==> config.mk <==
export PLATFORM = sky130hd
export DESIGN_NAME = stage_mem_lsu
export DESIGN_NICKNAME = d
export VERILOG_FILES = /design/src/rtl/stage_mem_lsu.sv
export SDC_FILE = /design/constraint.sdc
export NUM_CORES = 1
export LEC_CHECK = 0
export CAP_MARGIN = 5
export CORE_MARGIN = 5
export CORE_UTILIZATION = 41
export CTS_BUF_LIST = sky130_fd_sc_hd__clkbuf_4
export CTS_CLUSTER_DIAMETER = 120
export DETAILED_ROUTE_END_ITERATION = 10
export PLACE_DENSITY = 0.8
export SYNTH_ARGS = -nofsm -noshare
export SYNTH_HDL_FRONTEND = slang
export SYNTH_SLANG_ARGS = --single-unit
==> constraint.sdc <==
create_clock -name clk -period 2.1 [get_ports clk]
set_input_delay 0.525 -clock clk [delete_from_list [all_inputs] [get_ports clk]]
set_output_delay 0.525 -clock clk [all_outputs]
set_load 0.01 [all_outputs]
==> src/rtl/stage_mem_lsu.sv <==
// MEM-stage load/store unit: one req/ack data-bus access per request, byte-lane steering and load extension.
// Optional `MISALIGN_TRAP_EN` rejects misaligned halfword/word accesses before they reach the bus.
module stage_mem_lsu #(
  parameter int ADDR_W  = 32,
  parameter int TIMEOUT = 16
) (
  input  logic              clk,
  input  logic              rst,
  input  logic              req_valid,
  output logic              req_ready,
  input  logic [31:0]       aluout,
  input  logic [31:0]       reg_data2,
  input  logic              memread,
  input  logic              memwrite,
  input  logic [2:0]        funct3,
  output logic              resp_valid,
  output logic [31:0]       load_data,
  output logic              err,
  output logic              busy,
  output logic              mem_req,
  output logic              mem_we,
  output logic [ADDR_W-1:0] mem_addr,
  output logic [31:0]       mem_wdata,
  output logic [3:0]        mem_wstrb,
  input  logic              mem_ack,
  input  logic [31:0]       mem_rdata
);

  typedef enum logic [1:0] {
    S_IDLE = 2'd0,
    S_BUS  = 2'd1,
    S_DONE = 2'd2
  } state_t;

  localparam int TW = (TIMEOUT > 1) ? $clog2(TIMEOUT) : 1;

  state_t            state_q, state_d;
  logic              req_ready_q, req_ready_d;
  logic              busy_q, busy_d;
  logic              resp_valid_q, resp_valid_d;
  logic              err_q, err_d;
  logic [31:0]       load_data_q, load_data_d;
  logic              mem_req_q, mem_req_d;
  logic              mem_we_q, mem_we_d;
  logic [ADDR_W-1:0] mem_addr_q, mem_addr_d;
  logic [31:0]       mem_wdata_q, mem_wdata_d;
  logic [3:0]        mem_wstrb_q, mem_wstrb_d;
  logic [TW-1:0]     timer_q, timer_d;
  logic [2:0]        funct3_q, funct3_d;
  logic [1:0]        lane_q, lane_d;
  logic              is_load_q, is_load_d;

  logic              ld_ok_s;
  logic              st_ok_s;
  logic              misalign_s;
  logic              timeout_s;

  // Pick the addressed byte/halfword out of the read word and sign- or zero-extend it.
  function automatic logic [31:0] load_extend(input logic [2:0] f3, input logic [1:0] a,
                                              input logic [31:0] rd);
    logic [7:0]  b;
    logic [15:0] h;
    logic [31:0] r;
    case (a)
      2'd0:    b = rd[7:0];
      2'd1:    b = rd[15:8];
      2'd2:    b = rd[23:16];
      default: b = rd[31:24];
    endcase
    h = a[1] ? rd[31:16] : rd[15:0];
    case (f3)
      3'b000:  r = {{24{b[7]}}, b};
      3'b001:  r = {{16{h[15]}}, h};
      3'b010:  r = rd;
      3'b100:  r = {24'h000000, b};
      3'b101:  r = {16'h0000, h};
      default: r = 32'h0000_0000;
    endcase
    return r;
  endfunction

  // Request legality and alignment decode on the live EX inputs.
  always_comb begin
    ld_ok_s = (funct3 == 3'b000) || (funct3 == 3'b001) || (funct3 == 3'b010) ||
              (funct3 == 3'b100) || (funct3 == 3'b101);
    st_ok_s = (funct3[2] == 1'b0) && (funct3[1:0] != 2'b11);
`ifdef MISALIGN_TRAP_EN
    misalign_s = ((funct3[1:0] == 2'b01) && aluout[0]) ||
                 ((funct3[1:0] == 2'b10) && (aluout[1:0] != 2'b00));
`else
    misalign_s = 1'b0;
`endif
    timeout_s = (TIMEOUT != 0) && (timer_q == TW'(TIMEOUT - 1));
  end

  // Next-state and next-output logic; every output is loaded into a register.
  always_comb begin
    state_d      = state_q;
    req_ready_d  = req_ready_q;
    busy_d       = busy_q;
    resp_valid_d = resp_valid_q;
    err_d        = err_q;
    load_data_d  = load_data_q;
    mem_req_d    = mem_req_q;
    mem_we_d     = mem_we_q;
    mem_addr_d   = mem_addr_q;
    mem_wdata_d  = mem_wdata_q;
    mem_wstrb_d  = mem_wstrb_q;
    timer_d      = timer_q;
    funct3_d     = funct3_q;
    lane_d       = lane_q;
    is_load_d    = is_load_q;
    case (state_q)
      S_IDLE: begin
        if (req_valid) begin
          funct3_d    = funct3;
          lane_d      = aluout[1:0];
          is_load_d   = memread;
          req_ready_d = 1'b0;
          busy_d      = 1'b1;
          if (memread == memwrite) begin
            // Neither flag is a pass-through; both set is an illegal request.
            state_d      = S_DONE;
            resp_valid_d = 1'b1;
            err_d        = memread;
            load_data_d  = 32'h0000_0000;
          end else if ((memread && !ld_ok_s) || (memwrite && !st_ok_s) || misalign_s) begin
            state_d      = S_DONE;
            resp_valid_d = 1'b1;
            err_d        = 1'b1;
            load_data_d  = 32'h0000_0000;
          end else begin
            state_d    = S_BUS;
            mem_req_d  = 1'b1;
            mem_we_d   = memwrite;
            mem_addr_d = {aluout[ADDR_W-1:2], 2'b00};
            timer_d    = '0;
            if (memwrite) begin
              case (funct3[1:0])
                2'b00: begin
                  mem_wstrb_d = 4'b0001 << aluout[1:0];
                  mem_wdata_d = {4{reg_data2[7:0]}};
                end
                2'b01: begin
                  mem_wstrb_d = aluout[1] ? 4'b1100 : 4'b0011;
                  mem_wdata_d = {2{reg_data2[15:0]}};
                end
                default: begin
                  mem_wstrb_d = 4'b1111;
                  mem_wdata_d = reg_data2;
                end
              endcase
            end else begin
              mem_wstrb_d = 4'b0000;
              mem_wdata_d = 32'h0000_0000;
            end
          end
        end else begin
          req_ready_d = 1'b1;
          busy_d      = 1'b0;
        end
      end
      S_BUS: begin
        if (mem_ack) begin
          state_d      = S_DONE;
          mem_req_d    = 1'b0;
          mem_we_d     = 1'b0;
          resp_valid_d = 1'b1;
          err_d        = 1'b0;
          load_data_d  = is_load_q ? load_extend(funct3_q, lane_q, mem_rdata) : 32'h0000_0000;
        end else if (timeout_s) begin
          state_d      = S_DONE;
          mem_req_d    = 1'b0;
          mem_we_d     = 1'b0;
          resp_valid_d = 1'b1;
          err_d        = 1'b1;
          load_data_d  = 32'h0000_0000;
        end else begin
          timer_d = timer_q + TW'(1);
        end
      end
      S_DONE: begin
        state_d      = S_IDLE;
        resp_valid_d = 1'b0;
        err_d        = 1'b0;
        req_ready_d  = 1'b1;
        busy_d       = 1'b0;
      end
      default: begin
        state_d      = S_IDLE;
        mem_req_d    = 1'b0;
        mem_we_d     = 1'b0;
        resp_valid_d = 1'b0;
        err_d        = 1'b0;
        req_ready_d  = 1'b1;
        busy_d       = 1'b0;
      end
    endcase
  end

  // State and output registers; reset drops any outstanding access without a response.
  always_ff @(posedge clk) begin
    if (rst) begin
      state_q      <= S_IDLE;
      req_ready_q  <= 1'b1;
      busy_q       <= 1'b0;
      resp_valid_q <= 1'b0;
      err_q        <= 1'b0;
      load_data_q  <= 32'h0000_0000;
      mem_req_q    <= 1'b0;
      mem_we_q     <= 1'b0;
      mem_addr_q   <= '0;
      mem_wdata_q  <= 32'h0000_0000;
      mem_wstrb_q  <= 4'b0000;
      timer_q      <= '0;
      funct3_q     <= 3'b000;
      lane_q       <= 2'b00;
      is_load_q    <= 1'b0;
    end else begin
      state_q      <= state_d;
      req_ready_q  <= req_ready_d;
      busy_q       <= busy_d;
      resp_valid_q <= resp_valid_d;
      err_q        <= err_d;
      load_data_q  <= load_data_d;
      mem_req_q    <= mem_req_d;
      mem_we_q     <= mem_we_d;
      mem_addr_q   <= mem_addr_d;
      mem_wdata_q  <= mem_wdata_d;
      mem_wstrb_q  <= mem_wstrb_d;
      timer_q      <= timer_d;
      funct3_q     <= funct3_d;
      lane_q       <= lane_d;
      is_load_q    <= is_load_d;
    end
  end

  assign req_ready  = req_ready_q;
  assign busy       = busy_q;
  assign resp_valid = resp_valid_q;
  assign err        = err_q;
  assign load_data  = load_data_q;
  assign mem_req    = mem_req_q;
  assign mem_we     = mem_we_q;
  assign mem_addr   = mem_addr_q;
  assign mem_wdata  = mem_wdata_q;
  assign mem_wstrb  = mem_wstrb_q;

endmodule
==> impl_metrics.csv <==
group,metric,value,unit
sta,slew_violations,0,
routing,vias,5412,
grt,grt_pass1_vias,5608,
sta,worst_slew_pin_slew,0.978,ns
yosys,yosysUniqueCellTypes,52,
setup_path,crit_start,"mem_wdata[8]$_SDFFE_PP0P_",
finish,insertedDiodeCount,0,
sta,finalHoldViolCount,0,
setup_path,reg2reg_depth,5,
clocking,cts_tree,"built",
floorplanning,rows,41,
setup_path,timing.rr.start,"funct3_q[0]$_SDFFE_PP0P_",
routing,drcViolationCount,0,
setup_path,crit_family,"buffers and inverters",
placement,routabilityCongestion,0.911,
routing,postRouteAntennaNets,0,
clocking,htree_levels,4,
setup_path,endpoint,"mem_wdata[8]",
finish,nets,913,
yosys,synth_mux_area_share,9.54,%
routing,routed_wl,17.7,mm
clocking,cts_buffer_depth,2,
power_and_ir_drop,p_sw_share,28.7,%
sta,max_freq,502,MHz
clocking,clkSinkCount,116,
setup_path,crit_type,"flip-flop to output pin",
floorplanning,die_h,123,µm
sta,fin_worst_skew,0.0162,ns
floorplanning,core-area,12600,µm²
clocking,clk_pin_slew,0.12,ns
setup_path,cp_data_arrival_time,1.47,ns
clocking,post_cts_buffers,0,
yosys,synth_top_family_by_area,"compound AO/OA/AOI/OAI gates",
routing,drt_pass1_iterations,5,
grt,grt_max_degree,54,
floorplanning,initial_core_util,41.7,%
yosys,synth-main-ff-cell,"dfxtp_1",
routing,wl_per_cell,17.8,µm
routing,via_per_inst,5.47,
placement,placed_cells,958,
setup_path,crit_chain,"clkdlybuf4s50_1",
sta,setup_tns,0,ns
yosys,syn_area_per_cell,9.23,µm²
floorplanning,die-area,15200,µm²
power_and_ir_drop,p_seq_share,45.0,%
finish,drive_gt1_share,16.5,%
finish,area_growth,53.6,%
clocking,root_buffer,"clkbuf_4",
flow_run,cap_violations,0,
yosys,synth_compound_area_share,23.8,%
power_and_ir_drop,p_leak,2.93,nW
placement,io_buffers,208,
setup_path,crit_fanout,2,
grt,grt_remaining_overflow,0,
setup_path,cp.required,1.57,ns
yosys,syn_area,5260,µm²
yosys,yosys.area.top_type,"dfxtp_1",
yosys,yosys_warnings,0,
grt,antenna_found_initial,0,
placement,dp_hpwl,13.1,mm
routing,drt-initial-drc-count,404,
floorplanning,io_pins,211,
setup_path,crit_path_max_incr_delay,0.58,ns
yosys,postSynth.asyncResetShare,0,%
sta,timing.final.crit_share,94.8,%
finish,finalNonFillerCells,990,
grt,grt_usage,23.4,%
setup_path,end_kind,"output pin",
clocking,clk_latency,0.53,ns
power_and_ir_drop,combPwrFrac,22.4,%
yosys,synth_edf_count,0,
yosys,synth_fa_ha_area_share,0.476,%
finish,final_cell_mix,"204 x clkdlybuf4s50_1, 116 x dfxtp_1, 90 x nand2_1, 87 x a21oi_1, 51 x buf_4",
floorplanning,die_w,123,µm
clocking,cts_buffers,17,
yosys,synth_cells,570,
power_and_ir_drop,irDropWorstVdd,0.000393,V
sta,relSlewSlack,34.4,%
power_and_ir_drop,switching_power,1.49,mW
sta,finalSetupViolations,0,
finish,final_common_cell,"clkdlybuf4s50_1",
setup_path,crit_cells,1,
setup_path,crit_slowest_cell,"clkdlybuf4s50_1",
setup_path,regToRegEndpoint,"load_data[21]$_SDFFE_PP0P_",
run_status,status,"completed",
power_and_ir_drop,p_int,3.69,mW
yosys,synth_xor_area_share,0.333,%
yosys,yosys.area_share.simple,15.8,%
yosys,yosys_register_bits,116,
setup_path,ff2ff_setup_slack,0.21,ns
yosys,synth_top_area_share,44.1,%
yosys,synth.area.top_cells,"dfxtp_1 44%, a21oi_1 8.3%, nand2_1 6.4%, o2bb2ai_1 3.8%, mux2_2 3.4%",
power_and_ir_drop,power.density,640,nW/µm²
grt,grt_pass1_wl,27.7,mm
min_path,hold_class,"input pin to flip-flop",
yosys,seq_area_frac_synth,44.1,%
min_path,holdPathStages,3,
setup_path,path_buf_inv,1,
sta,post-route-min-period,1.99,ns
sta,grt_setup_unrepaired,"no",
setup_path,cp-start-kind,"flip-flop",
power_and_ir_drop,power,5.18,mW
power_and_ir_drop,p_clk_share,32.6,%
==> worst min-delay path by stage <==
stage | slack (ns) | to | start
3_5_place_dp | 0.44 | mem_wdata[1]$_SDFFE_PP0P_ | mem_wdata[1]$_SDFFE_PP0P_
3_3_place_gp | 0.44 | mem_wdata[7]$_SDFFE_PP0P_ | mem_wdata[7]$_SDFFE_PP0P_
4_1_cts | 0.29 | req_ready$_SDFFE_PP1N_ | rst
6_report | 0.42 | req_ready$_SDFFE_PP1N_ | rst
5_1_grt | 0.37 | req_ready$_SDFFE_PP1N_ | rst
2_1_floorplan | 0.45 | timer_q[1]$_SDFFE_PP0P_ | timer_q[1]$_SDFFE_PP0P_
==> routing by layer <==
layer	share of wire [%]	track usage, %	wire length [µm]	vias to the layer above
met4	2.4	9.69	430	0
li1	-	-	-	2536
met3	13	11.6	2260	46
met2	47	39.0	8300	291
met1	38	25.2	6670	2539
met5	0	0	0	-
==> worst min-delay path: cells and delay by family <==
kind                   cells  cell delay, ns
buffers and inverters      1            0.20
AND/OR/NAND/NOR            1            0.11
AO/OA/AOI/OAI              1            0.07
==> synthesized netlist by cell type (2+ instances only) <==
cell,count
nand4_1,2
a211oi_1,4
o311a_1,6
nand2b_1,3
nand3_1,24
a21oi_1,87
o2bb2ai_1,23
inv_1,4
buf_4,7
nor2b_1,11
o21a_1,2
mux4_2,7
nand2_1,90
mux2_4,2
buf_1,2
dfxtp_1,116
buf_6,9
ha_1,2
xor2_1,2
o2bb2ai_2,10
o21ai_0,13
a221oi_1,15
nor3_1,17
clkbuf_1,24
nor2_1,28
mux2_2,16
mux2i_1,12
buf_2,8
==> cells by family after synthesis <==
group / count (synthesis)
AOI/OAI and AO/OA: 174
xor gates and xnor gates: 2
adders and majority gates: 2
buffers and inverters: 54
DFF: 116
muxes: 38
other: 1
and+or+nand+nor: 183
==> power by group through the flow <==
| stage | combinational, mW | clock, mW | sequential, mW |
|---|---|---|---|
| finish | 1.16 | 1.69 | 2.33 |
| global placement | 1.11 | 0 | 2.37 |
| CTS | 1.15 | 1.74 | 2.33 |
| detailed placement | 1.15 | 0 | 2.38 |
| floorplan | 0.569 | 0 | 2.40 |
| global route | 1.26 | 1.84 | 2.34 |
==> sequential cells by signal, indices dropped and copies added (netlist names) <==
register,flops
load_data,32
mem_wdata,32
mem_addr,30
mem_wstrb,4
timer_q,4
funct3_q,3
lane_q,2
state_q,2
busy,1
err,1
is_load_q,1
mem_req,1
mem_we,1
req_ready,1
resp_valid,1
==> per-stage QoR <==
step	utilization (%)	area, µm²	setup WS, ns	hold slack (ns)
3_3_place_gp	61.6	7770	-0.485	0.438
6_report	64.0	8080	0.109	0.421
5_1_grt	64.0	8080	0.00440	0.375
3_5_place_dp	61.6	7770	-0.600	0.445
4_1_cts	63.9	8060	-0.00919	0.294
2_1_floorplan	-	5260	0.0627	0.449
==> final cells by class <==
type	instances	area, µm²
Sequential cell	116	2320
Inverter	4	15.0
Clock buffer	17	128
Timing Repair Buffer	265	2590
Tap cell	172	215
Fill cell	1043	4540
Multi-Input combinational cell	402	2650
Clock inverter	14	163
==> what timing repair did <==
item | CTS | global route
setup endpoints to repair | 15 | 35
pin swaps | 1 | 1
hold buffers | 0 | 0
cloned | 0 | 1
gates resized for setup | 0 | 4
hold endpoints to repair | 0 | 0
Power figures use the tool's default switching activity.
